**src/rtl/sprite_rom_arbiter.sv**
```systemverilog
// Round-robin arbiter sharing one registered-read sprite ROM between NUM_REQ
// pixel requesters; returns palette indices tagged with requester id, 2-clock latency.
module sprite_rom_arbiter #(
  parameter int NUM_REQ     = 4,
  parameter int SPRITE_W    = 110,
  parameter int SPRITE_H    = 105,
  parameter int ADDR_W      = 14,
  parameter int DATA_W      = 5,
  parameter int COORD_W     = 7,
  parameter int TRANSPARENT = 0
) (
  input  logic                          Clk,
  input  logic                          Reset_n,
  input  logic [NUM_REQ-1:0]            req,
  input  logic [NUM_REQ*COORD_W-1:0]    req_col,
  input  logic [NUM_REQ*COORD_W-1:0]    req_row,
  output logic [NUM_REQ-1:0]            gnt,
  output logic [ADDR_W-1:0]             rom_addr,
  input  logic [DATA_W-1:0]             rom_data,
  output logic                          rsp_valid,
  output logic [$clog2(NUM_REQ)-1:0]    rsp_id,
  output logic [DATA_W-1:0]             rsp_data
);

  localparam int ID_W = $clog2(NUM_REQ);

  logic [ID_W-1:0]    r_ptr;
  logic [ADDR_W-1:0]  r_rom_addr;
  logic               r_s1_valid;
  logic [ID_W-1:0]    r_s1_id;
  logic               r_s1_oob;
  logic               r_s2_valid;
  logic [ID_W-1:0]    r_s2_id;
  logic               r_s2_oob;

  logic [NUM_REQ-1:0] w_gnt;
  logic [ID_W-1:0]    w_gnt_idx;
  logic [ID_W-1:0]    w_scan;
  logic               w_acc;
  logic [COORD_W-1:0] w_col;
  logic [COORD_W-1:0] w_row;
  logic               w_oob;
  logic [ADDR_W-1:0]  w_addr;

  // Scan from ptr+1 upward with wrap; the first asserted request wins.
  always_comb begin
    w_gnt     = '0;
    w_gnt_idx = '0;
    w_scan    = '0;
    w_acc     = 1'b0;
    w_col     = '0;
    w_row     = '0;
    for (int unsigned k = 1; k <= NUM_REQ; k++) begin
      w_scan = ID_W'((32'(r_ptr) + k) % NUM_REQ);
      if (!w_acc && req[w_scan]) begin
        w_acc         = 1'b1;
        w_gnt_idx     = w_scan;
        w_gnt[w_scan] = 1'b1;
        w_col         = req_col[32'(w_scan)*COORD_W +: COORD_W];
        w_row         = req_row[32'(w_scan)*COORD_W +: COORD_W];
      end
    end
  end

  assign w_oob  = (int'(w_col) >= SPRITE_W) || (int'(w_row) >= SPRITE_H);
  assign w_addr = ADDR_W'(w_row) * ADDR_W'(SPRITE_W) + ADDR_W'(w_col);

  always_ff @(posedge Clk or negedge Reset_n) begin
    if (!Reset_n) begin
      r_ptr      <= ID_W'(NUM_REQ - 1);
      r_rom_addr <= '0;
      r_s1_valid <= 1'b0;
      r_s1_id    <= '0;
      r_s1_oob   <= 1'b0;
      r_s2_valid <= 1'b0;
      r_s2_id    <= '0;
      r_s2_oob   <= 1'b0;
    end else begin
      r_s1_valid <= w_acc;
      if (w_acc) begin
        r_ptr    <= w_gnt_idx;
        r_s1_id  <= w_gnt_idx;
        r_s1_oob <= w_oob;
        // Out-of-bounds requests leave the ROM address untouched.
        if (!w_oob) r_rom_addr <= w_addr;
      end
      r_s2_valid <= r_s1_valid;
      if (r_s1_valid) begin
        r_s2_id  <= r_s1_id;
        r_s2_oob <= r_s1_oob;
      end
    end
  end

  assign gnt       = w_gnt;
  assign rom_addr  = r_rom_addr;
  assign rsp_valid = r_s2_valid;
  assign rsp_id    = r_s2_id;
  assign rsp_data  = r_s2_oob ? DATA_W'(TRANSPARENT) : rom_data;

endmodule

```
**config.mk**
```make
export PLATFORM = sky130hd
export DESIGN_NAME = sprite_rom_arbiter
export DESIGN_NICKNAME = d
export VERILOG_FILES = /design/src/rtl/sprite_rom_arbiter.sv
export SDC_FILE = /design/constraint.sdc
export NUM_CORES = 1
export LEC_CHECK = 0
export BUFFER_PORTS_ARGS = -buffer_cell sky130_fd_sc_hd__buf_2
export CELL_PAD_IN_SITES_DETAIL_PLACEMENT = 1
export CELL_PAD_IN_SITES_GLOBAL_PLACEMENT = 1
export CORE_MARGIN = 3
export CORE_UTILIZATION = 40
export DETAILED_ROUTE_END_ITERATION = 16
export PLACE_DENSITY = 0.74
export SETUP_SLACK_MARGIN = 0.5
export SLEW_MARGIN = 10
export SYNTH_ARGS = -nofsm -noshare
export SYNTH_HDL_FRONTEND = slang
export SYNTH_SLANG_ARGS = --single-unit
```
**constraint.sdc**
```tcl
create_clock -name Clk -period 8.6 [get_ports Clk]
set_clock_uncertainty 0.05 [all_clocks]
set_input_delay 1.29 -clock Clk [delete_from_list [all_inputs] [get_ports Clk]]
set_output_delay 1.29 -clock Clk [all_outputs]
set_load 0.1 [all_outputs]
```
Word-level counts from Yosys, hierarchy flattened --
Index checks and enable logic that the tools add are counted.
Word-level totals: word-level logic and storage cells 89, output and inout port bits 26, bits in registers 24, bits of input ports 67
Cells by class: multipliers 5, reduce and logical (&&, ||, !) cells 12, $add $sub $neg 5, magnitude comparators 10, muxes and demuxes 37, shift-type cells 8, bitwise gates (word level) 4
Operators by type and width (number):
- indexed part select 28 x 6 -> 7 bit | 8
- two-way mux 7 bit | 8
- multiplier 2 x 3 -> 5 bit, second input constant | 4
- two-way mux 4 bit | 4
- adder 14 x 7 -> 14 bit | 1
- greater-or-equal comparator 7 bit, second input constant | 2
- multiplier 7 x 6 -> 13 bit, second input constant | 1
- < comparator 2 x 3 -> 1 bit, second input constant | 4
- two-way mux 1 bit | 12
- bitwise OR 4 bit | 3
- binary-select mux 1 bit (select 2 bit) | 4
- demux 1 bit (select 2 bit) | 4
- greater-or-equal comparator 2 x 1 -> 1 bit, second input constant | 4
- two-way mux 2 bit | 4
- logical AND 1 bit | 7
- two-way mux 5 bit | 1
- adder 2 x 1 -> 2 bit, second input constant | 2
- adder 2 bit, second input constant | 2
- logical NOT 1 bit | 3
- AND reduction 2 bit | 1
- logical OR 1 bit | 1
- NOT 1 bit | 1

Logic depth before layout (Yosys ltp) --
Gate-level depths: netlist of run 1.
word-level depth 17, mapped depth 31, mapped depth without buffers 22

Least setup slack after synthesis of run 1 --
No wires, ideal clock.
path type register to register, start point register r_ptr[0], end point register r_rom_addr[13], in the netlist rom_addr[13], setup slack 0.529 ns, cell stages (with the launch flop) 30, library setup time 0.125 ns, buffers on the path 10, data required time 8.425 ns, arrival time 7.895 ns, path through dfstp_2 > buf_6 > buf_4 > buf_6 > buf_4 > buf_2 > buf_2 > buf_2 > inv_1 > ha_1 > buf_4 > mux4_2 > clkbuf_1 > clkbuf_1 > a221oi_1 > inv_1 > ha_1 > inv_1 > fa_1 > fa_1 > inv_1 > ha_1 > and3_1 > a221o_1 > o41a_1 > xnor2_1 > nor4b_1 > xnor2_1 > xnor2_1 > mux2_2
Between the ends: longest elaborated chain between the ends 17, elaborated cells between the ends (all ways) 49, those cells by class 5 x add/sub; 5 x mul; 2 x order compare; 8 x shift; 20 x mux; 1 x bitwise; 8 x reduce/logical
Ends and longest elaborated chain:
- start: declaration | line 27 | logic [ID_W-1:0] r_ptr;
- start signal: assignment | line 70 | r_ptr <= ID_W'(NUM_REQ - 1);
- start signal: assignment | line 81 | r_ptr <= w_gnt_idx;
- branches (longest 17 deep; another with adder 14 x 7 -> 14 bit)
- end signal: assignment | line 85 | if (!w_oob) r_rom_addr <= w_addr;
- end: declaration | line 28 | logic [ADDR_W-1:0] r_rom_addr;
Several ways; the timed one is not identified. The select of a mux whose other input is x is not followed. A chain may end at the register's enable or synchronous reset.

Worst setup path after layout of run 1 --
Same ends and word-level chain as after synthesis.

==> results of run 1 <==
==> routing by layer <==
layer	up-vias	part of all wire, %
met2	131	48
met5	-	0
met4	0	2.3
met3	20	5.1
li1	1769	-
met1	1992	45
==> worst paths after layout <==
path	slack [ns]	end	cells past startpoint	start
setup / recovery	1.01	rom_addr[13]	22	r_ptr[0]
hold / removal	0.43	rsp_valid	0	r_s1_valid
setup reg to reg	1.01	rom_addr[13]	22	r_ptr[0]
hold reg to reg	0.43	rsp_valid	0	r_s1_valid
max in group asynchronous	7.15	rom_addr[7]	1	Reset_n
min in group asynchronous	0.96	r_s2_oob	1	Reset_n
==> worst reg2reg max path: cells and delay by family (launching register included) <==
kind / cells / cell delay [ns]
xor+xnor: 3 / 0.42
simple gates: 5 / 1.31
buf+inv: 5 / 0.84
compound gates: 2 / 0.70
mux: 2 / 0.89
fa+ha+maj: 5 / 2.32
flops: 1 / 0.96
==> cells by family (layout without fill, tap and decap cells) <==
family	after synthesis	in the layout	synth area share [%]
fa+ha+maj	57	57	17.72
mux	77	77	33.21
compound gates	90	90	14.41
xor+xnor	23	23	4.404
buf+inv	72	144	7.330
simple gates	81	81	9.737
flops	24	24	13.18
==> area by class of cell <==
cell class / count / share of cell area, %
Timing Repair Buffer: 99 / 9.868
Tap cell: 140 / 3.369
Clock buffer: 3 / 1.444
Multi-Input combinational cell: 328 / 70.11
Inverter: 41 / 2.960
Clock inverter: 1 / 0.5776
Sequential cell: 24 / 11.67
==> repair_timing <==
action / 4_1_cts / 5_1_grt
setup buffers: 0 / 0
hold buffers: 0 / 0
endpoints found under the setup margin: 0 / 3
resized for setup: 0 / 2
==> stage by stage <==
stage | hold WS, ns | instances
CTS | 0.4243 | 636
floorplan | 0.3664 | 424
global placement | 0.3890 | 632
global route | 0.4482 | 636
finish | 0.4278 | 636
detailed placement | 0.3976 | 632
==> cells in the final DEF (no fill, tap or decap), types with 4 or more instances in the layout <==
master / count
a21oi_1: 11
inv_1: 41
xnor2_1: 14
dfrtp_1: 22
mux2i_1: 4
ha_1: 43
mux2_4: 7
and3_1: 5
xor2_1: 9
nor2_1: 15
nand3_1: 6
a32oi_1: 4
nor3_1: 7
nor2b_1: 12
nand2_1: 16
and2_1: 5
o21ai_0: 19
a22oi_1: 23
mux2_2: 10
buf_4: 7
buf_2: 92
fa_1: 13
mux4_2: 56
==> flip-flops by register name (all words and copies together), names as in the netlist <==
register	cells
r_s1_oob	1
r_s2_oob	1
r_s1_valid	1
rom_addr	14
r_s1_id	2
rsp_id	2
rsp_valid	1
r_ptr	2
==> metrics.log, run 1 <==
INFO  metric critical_path_arrival = 7.69 ns
INFO  metric placed_cell_area = 5085 sq um
INFO  metric core = 11030 sq um
INFO  metric detailedRoute.firstIterationViolations = 186
INFO  metric cts_htree_levels = 1
INFO  metric yosys_warnings = 0
INFO  metric finalHoldViolCount = 0
INFO  metric cp_cell_sequence = inv_1, ha_2, mux4_2, nor4b_4, buf_4, and2_1, nor3_1, inv_1, fa_1, ha_1, inv_1, fa_1, inv_1, ha_1, and3_1, a221o_1, o41a_1, xnor2_1, nor4b_1, xnor2_1, xnor2_1, mux2_2
INFO  metric worstMarginPinSlew = about 0.79 ns
INFO  metric min_period_over_period = between 80% and 90%
INFO  metric cts.clk_slew.worst_paths = about 0.070 ns
INFO  metric drt_drc_violations_left = 0
INFO  metric ys_async_sr_fraction = 100.0%
INFO  metric totalWireLength = 12.71 mm
INFO  metric final_weighted_congestion_in_routability_driven_placement = approximately 0.90
INFO  metric drv.max_cap_violation_count = 0
INFO  metric max_slew_margin_vs_limit = between 40% and 50%
INFO  metric synth_edf_count = 0
INFO  metric syn-mean-instance-area = ~11 sq um
INFO  metric slew_viol_final = 0
INFO  metric synth_top_cell_by_area = mux4_2
INFO  metric syn_nets = between 500 and 600
INFO  metric clock_tree.root_cell = clkbuf_16
INFO  metric postSynthCellCount = around 420
INFO  metric netlist_area = approximately 4600 sq um
INFO  metric final.setup.worst_slack = slightly above 1 ns
INFO  metric timing_worst_setup_path_type = reg2reg
INFO  metric multi_input_area = 3645 sq um
INFO  metric number_of_antenna_violations_at_the_first_check_in_global_routing = 0
INFO  metric seq_area_frac_synth = a little over an eighth
INFO  metric cts_buffers = 3
INFO  metric crit_path_end_kind = flop
INFO  metric synth.cells.most_frequent = mux4_2 (56), ha_1 (44), inv_1 (41)
INFO  metric initial_core_util = about two fifths
INFO  metric cts.sinks = 24
INFO  metric dp_slack = between 0.6 and 0.7 ns
INFO  metric ant_nets = 0
INFO  metric critical_path.n_buffers_inverters = 5
INFO  metric wire_length_of_the_first_global_routing_pass = ~21 mm
INFO  metric number_of_global_route_vias_before_repair = between 4000 and 5000
INFO  metric final.min_clock_period = around 7.6 ns
INFO  metric outcome = finished, final reports clean
INFO  metric register_area = roughly 610 sq um
INFO  metric grtUsageMet2 = between 30% and 40%
INFO  metric viasPerCell = ~6
INFO  metric cp.required = ~8.7 ns
INFO  metric critical_path.slowest_cell = dfstp_4
INFO  metric finalCoreUtilization = between 40% and 50%
INFO  metric fill_cells = about 1200
INFO  metric row_count = 38
INFO  metric chipWidth = 112.9 microns
INFO  metric groute.layer.met3.usage = about 2.1%
INFO  metric synth_area_leaders = mux4_2 (28%), dfrtp_1 (12%), ha_1 (12%)
INFO  metric post_route_standard_cell_area_excluding_fillers = 5199 sq um
INFO  metric grt_most_used_layer = met2
INFO  metric setup_violations = 0
INFO  metric timing.setup.tns = 0 ns
INFO  metric yosysUniqueCellTypes = between 50 and 60
INFO  metric synthToLayoutAreaGrowth = 13.65%
INFO  metric antenna_cells = 0
INFO  metric detailed_place_hpwl = 10.15 mm
INFO  metric cpPeakStageDelay = around 0.96 ns
INFO  metric floorplan.die_area = about 13000 sq um
INFO  metric cts_tree = yes
INFO  metric io_pins = 93
INFO  metric timing.fmax = approximately 0.13 GHz
INFO  metric ctsLongestPathBuffers = 2
INFO  metric min_path_type = reg2reg
INFO  metric critPathTopFamily = adder cells
INFO  metric chipHeight = between 100 and 150 microns
INFO  metric first_pass_iters = 4
INFO  metric grt_setup_unrepaired = false
INFO  metric port_buffers = about 90
INFO  metric ys_seq_elements = 24
INFO  metric via_total_after_detailed_routing = 3912
INFO  metric crit_path_max_fanout = 43
INFO  metric grt_util_all_layers = 20.04%
INFO  metric drive_above_1_share = 38.31%
INFO  metric timing.critical_path.mode_cell = inv_1
INFO  metric met1_usage = 27.02%
INFO  metric grt.overflow.total = 0
INFO  metric nNetsFinal = between 600 and 700
INFO  metric routedWlPerCell = 19.99 microns
INFO  metric ys.flop_type = dfrtp_1
INFO  metric synth.most_common_cell = mux4_2
INFO  metric worst_skew_pair.late_latency = approximately 0.27 ns
INFO  metric critical_path.startpoint_type = flop
INFO  metric synthDominantCellAreaShare = about 28%
INFO  metric maximum_number_of_pins_on_one_net_before_global_route_repair = 44
Power of run 1 is left out: the tool's default activity adds up to more than one toggle a clock period on the data nets, which glitch-free logic cannot reach.
==> run 2, diff against run 1 <==
CORE_ASPECT_RATIO = 1.2   (was default)
clock period = 6.95 ns   (was 8.6 ns; I/O delays follow)
==> run 2 against run 1 <==
Net effect:
- cell count grew 6.9%
- maximum frequency grew 21%
- via count shrank 0.38%
- global-route usage shrank 0.40 points
- hold slack lost 0.019 ns
- first-iteration DRC count shrank 6.5%
- wire length grew 1.3%
- critical path depth shrank 1
- largest cell class unchanged
==> metrics.log, run 2 (synthesis gave the netlist of run 1 again) <==
INFO  metric drt_drc_violations_left = 0
INFO  metric chipHeight = 123.1 microns
INFO  metric clock_tree.root_cell = clkbuf_16
INFO  metric cts_buffers = 3
INFO  metric cts_htree_levels = 1
INFO  metric io_pins = 93
INFO  metric grt.overflow.total = 0
INFO  metric min_period_over_period = 90.33%
INFO  metric grt_util_all_layers = 19.64%
INFO  metric synthToLayoutAreaGrowth = 23.28%
INFO  metric holdBufCountCts = 0
INFO  metric detailedRoute.firstIterationViolations = 174
INFO  metric layout_commonest_cell = buf_2
INFO  metric critical_path.startpoint_type = flop
INFO  metric totalWireLength = 12.88 mm
INFO  metric cp.required = roughly 7 ns
INFO  metric row_count = 42
INFO  metric finalHoldViolCount = 0
INFO  metric routedWlPerCell = roughly 19 microns
INFO  metric wire_length_of_the_first_global_routing_pass = 20.62 mm
INFO  metric slew_viol_final = 0
INFO  metric worstMarginPinSlew = approximately 0.77 ns
INFO  metric first_pass_iters = 4
INFO  metric outcome = finished, final reports clean
INFO  metric chipWidth = 103.6 microns
INFO  metric antenna_cells = 0
INFO  metric final_cell_mix = buf_2 (92), mux4_2 (56), ha_1 (36)
INFO  metric timing_worst_setup_path_type = reg2reg
INFO  metric nNetsFinal = roughly 650
INFO  metric cts_tree = yes
INFO  metric cts.sinks = 24
INFO  metric largest_register_ff_count = 14
INFO  metric cts.clk_slew.worst_paths = 0.06 ns
INFO  metric placed_cell_area = about 5300 sq um
INFO  metric maximum_number_of_pins_on_one_net_before_global_route_repair = 43
INFO  metric setup_violations = 0
INFO  metric worst_skew_pair.late_latency = 0.25 ns
INFO  metric final_weighted_congestion_in_routability_driven_placement = 0.8303
INFO  metric final.min_clock_period = between 6 and 7 ns
INFO  metric critical_path_arrival = ~6.4 ns
INFO  metric number_of_global_route_vias_before_repair = between 4000 and 5000
INFO  metric timing.fmax = approximately 0.16 GHz
INFO  metric drv.max_cap_violation_count = 0
INFO  metric crit_path_end_kind = flop
INFO  metric min_path_type = reg2reg
INFO  metric detailed_place_hpwl = about 10 mm
INFO  metric port_buffers = 92
INFO  metric post_route_standard_cell_area_excluding_fillers = 5639 sq um
INFO  metric crit_path_max_fanout = 6
INFO  metric r2r_setup_slack = 0.67 ns
INFO  metric core = 11090 sq um
INFO  metric floorplan.die_area = 12760 sq um
INFO  metric ant_nets = 0
INFO  metric initial_core_util = slightly above 40%
INFO  metric grt_setup_unrepaired = false
INFO  metric max_slew_margin_vs_limit = about half
INFO  metric via_total_after_detailed_routing = 3897
INFO  metric number_of_antenna_violations_at_the_first_check_in_global_routing = 0
INFO  metric viasPerCell = approximately 5.7
INFO  metric drive_above_1_share = about 46%
INFO  metric ctsLongestPathBuffers = 2
==> run 2: cell count changes in the layout (fill, tap and decap cells not counted), sizes merged <==
| cell | before | now |
|---|---|---|
| buf | 99 | 129 |
| bufinv | 1 | 0 |
| clkbuf | 3 | 4 |
| clkinvlp | 0 | 1 |
| inv | 41 | 40 |
==> run 2: layout make-up <==
type,instances,area (sq um)
Clock buffer,4,88.84
Tap cell,154,192.7
Fill cell,1251,5449
Inverter,41,165.2
Sequential cell,24,606.8
Timing Repair Buffer,129,777.0
Multi-Input combinational cell,328,3809
==> run 2: through the flow <==
step,setup TNS [ns],std cells,setup WS (ns),util (%),hold WS (ns)
after floorplan,-0.08625,424,-0.08625,-,0.3664
after global placement,0,649,0.4467,47.71,0.3943
after detailed placement,0,649,0.2565,47.71,0.3928
after CTS,0,654,0.5193,48.65,0.4044
after global routing,0,680,0.4498,50.86,0.4275
final,0,680,0.6721,50.86,0.4085
==> run 2: metal layers <==
metal  global-route usage, %  share of wire (%)  vias to the layer above
met3                   1.462                3.3                        2
met2                   37.93                 53                       94
met4                   2.078               0.26                        0
li1                        -                  -                     1835
met1                   25.08                 43                     1966
met5                       0                  0                        -
==> run 2: path summary, 6_finish.rpt <==
check | start | endpoint | depth (start not counted)
setup reg to reg | r_ptr[1] | rom_addr[13] | 21
hold reg to reg | r_s1_valid | rsp_valid | 0
max in group asynchronous | Reset_n | r_ptr[1] | 1
setup / recovery | r_ptr[1] | rom_addr[13] | 21
min in group asynchronous | Reset_n | r_s2_oob | 1
hold / removal | r_s1_valid | rsp_valid | 0
==> run 2: repair_timing <==
action,4_1_cts,5_1_grt
pin swaps,1,16
gates resized for setup,2,11
endpoints found under the setup margin,1,1
setup buffers,1,26
cloned,0,0
==> run 2: critical path, cell delays in order (launching register included) <==
cell and delay [ns]:
dfstp_2 0.56, clkinvlp_4 0.16, ha_4 0.35, mux4_2 0.56, nor4b_4 0.43, buf_6 0.16
and2_1 0.13, nor3_2 0.06, buf_4 0.13, ha_1 0.32, fa_1 0.57, fa_1 0.42
inv_1 0.10, ha_4 0.22, and3_1 0.18, a221o_1 0.36, o41a_1 0.37, xnor2_2 0.17
nor4b_2 0.29, xnor2_1 0.17, xnor2_1 0.10, mux2_2 0.27
Power of run 2 is left out for the same reason.
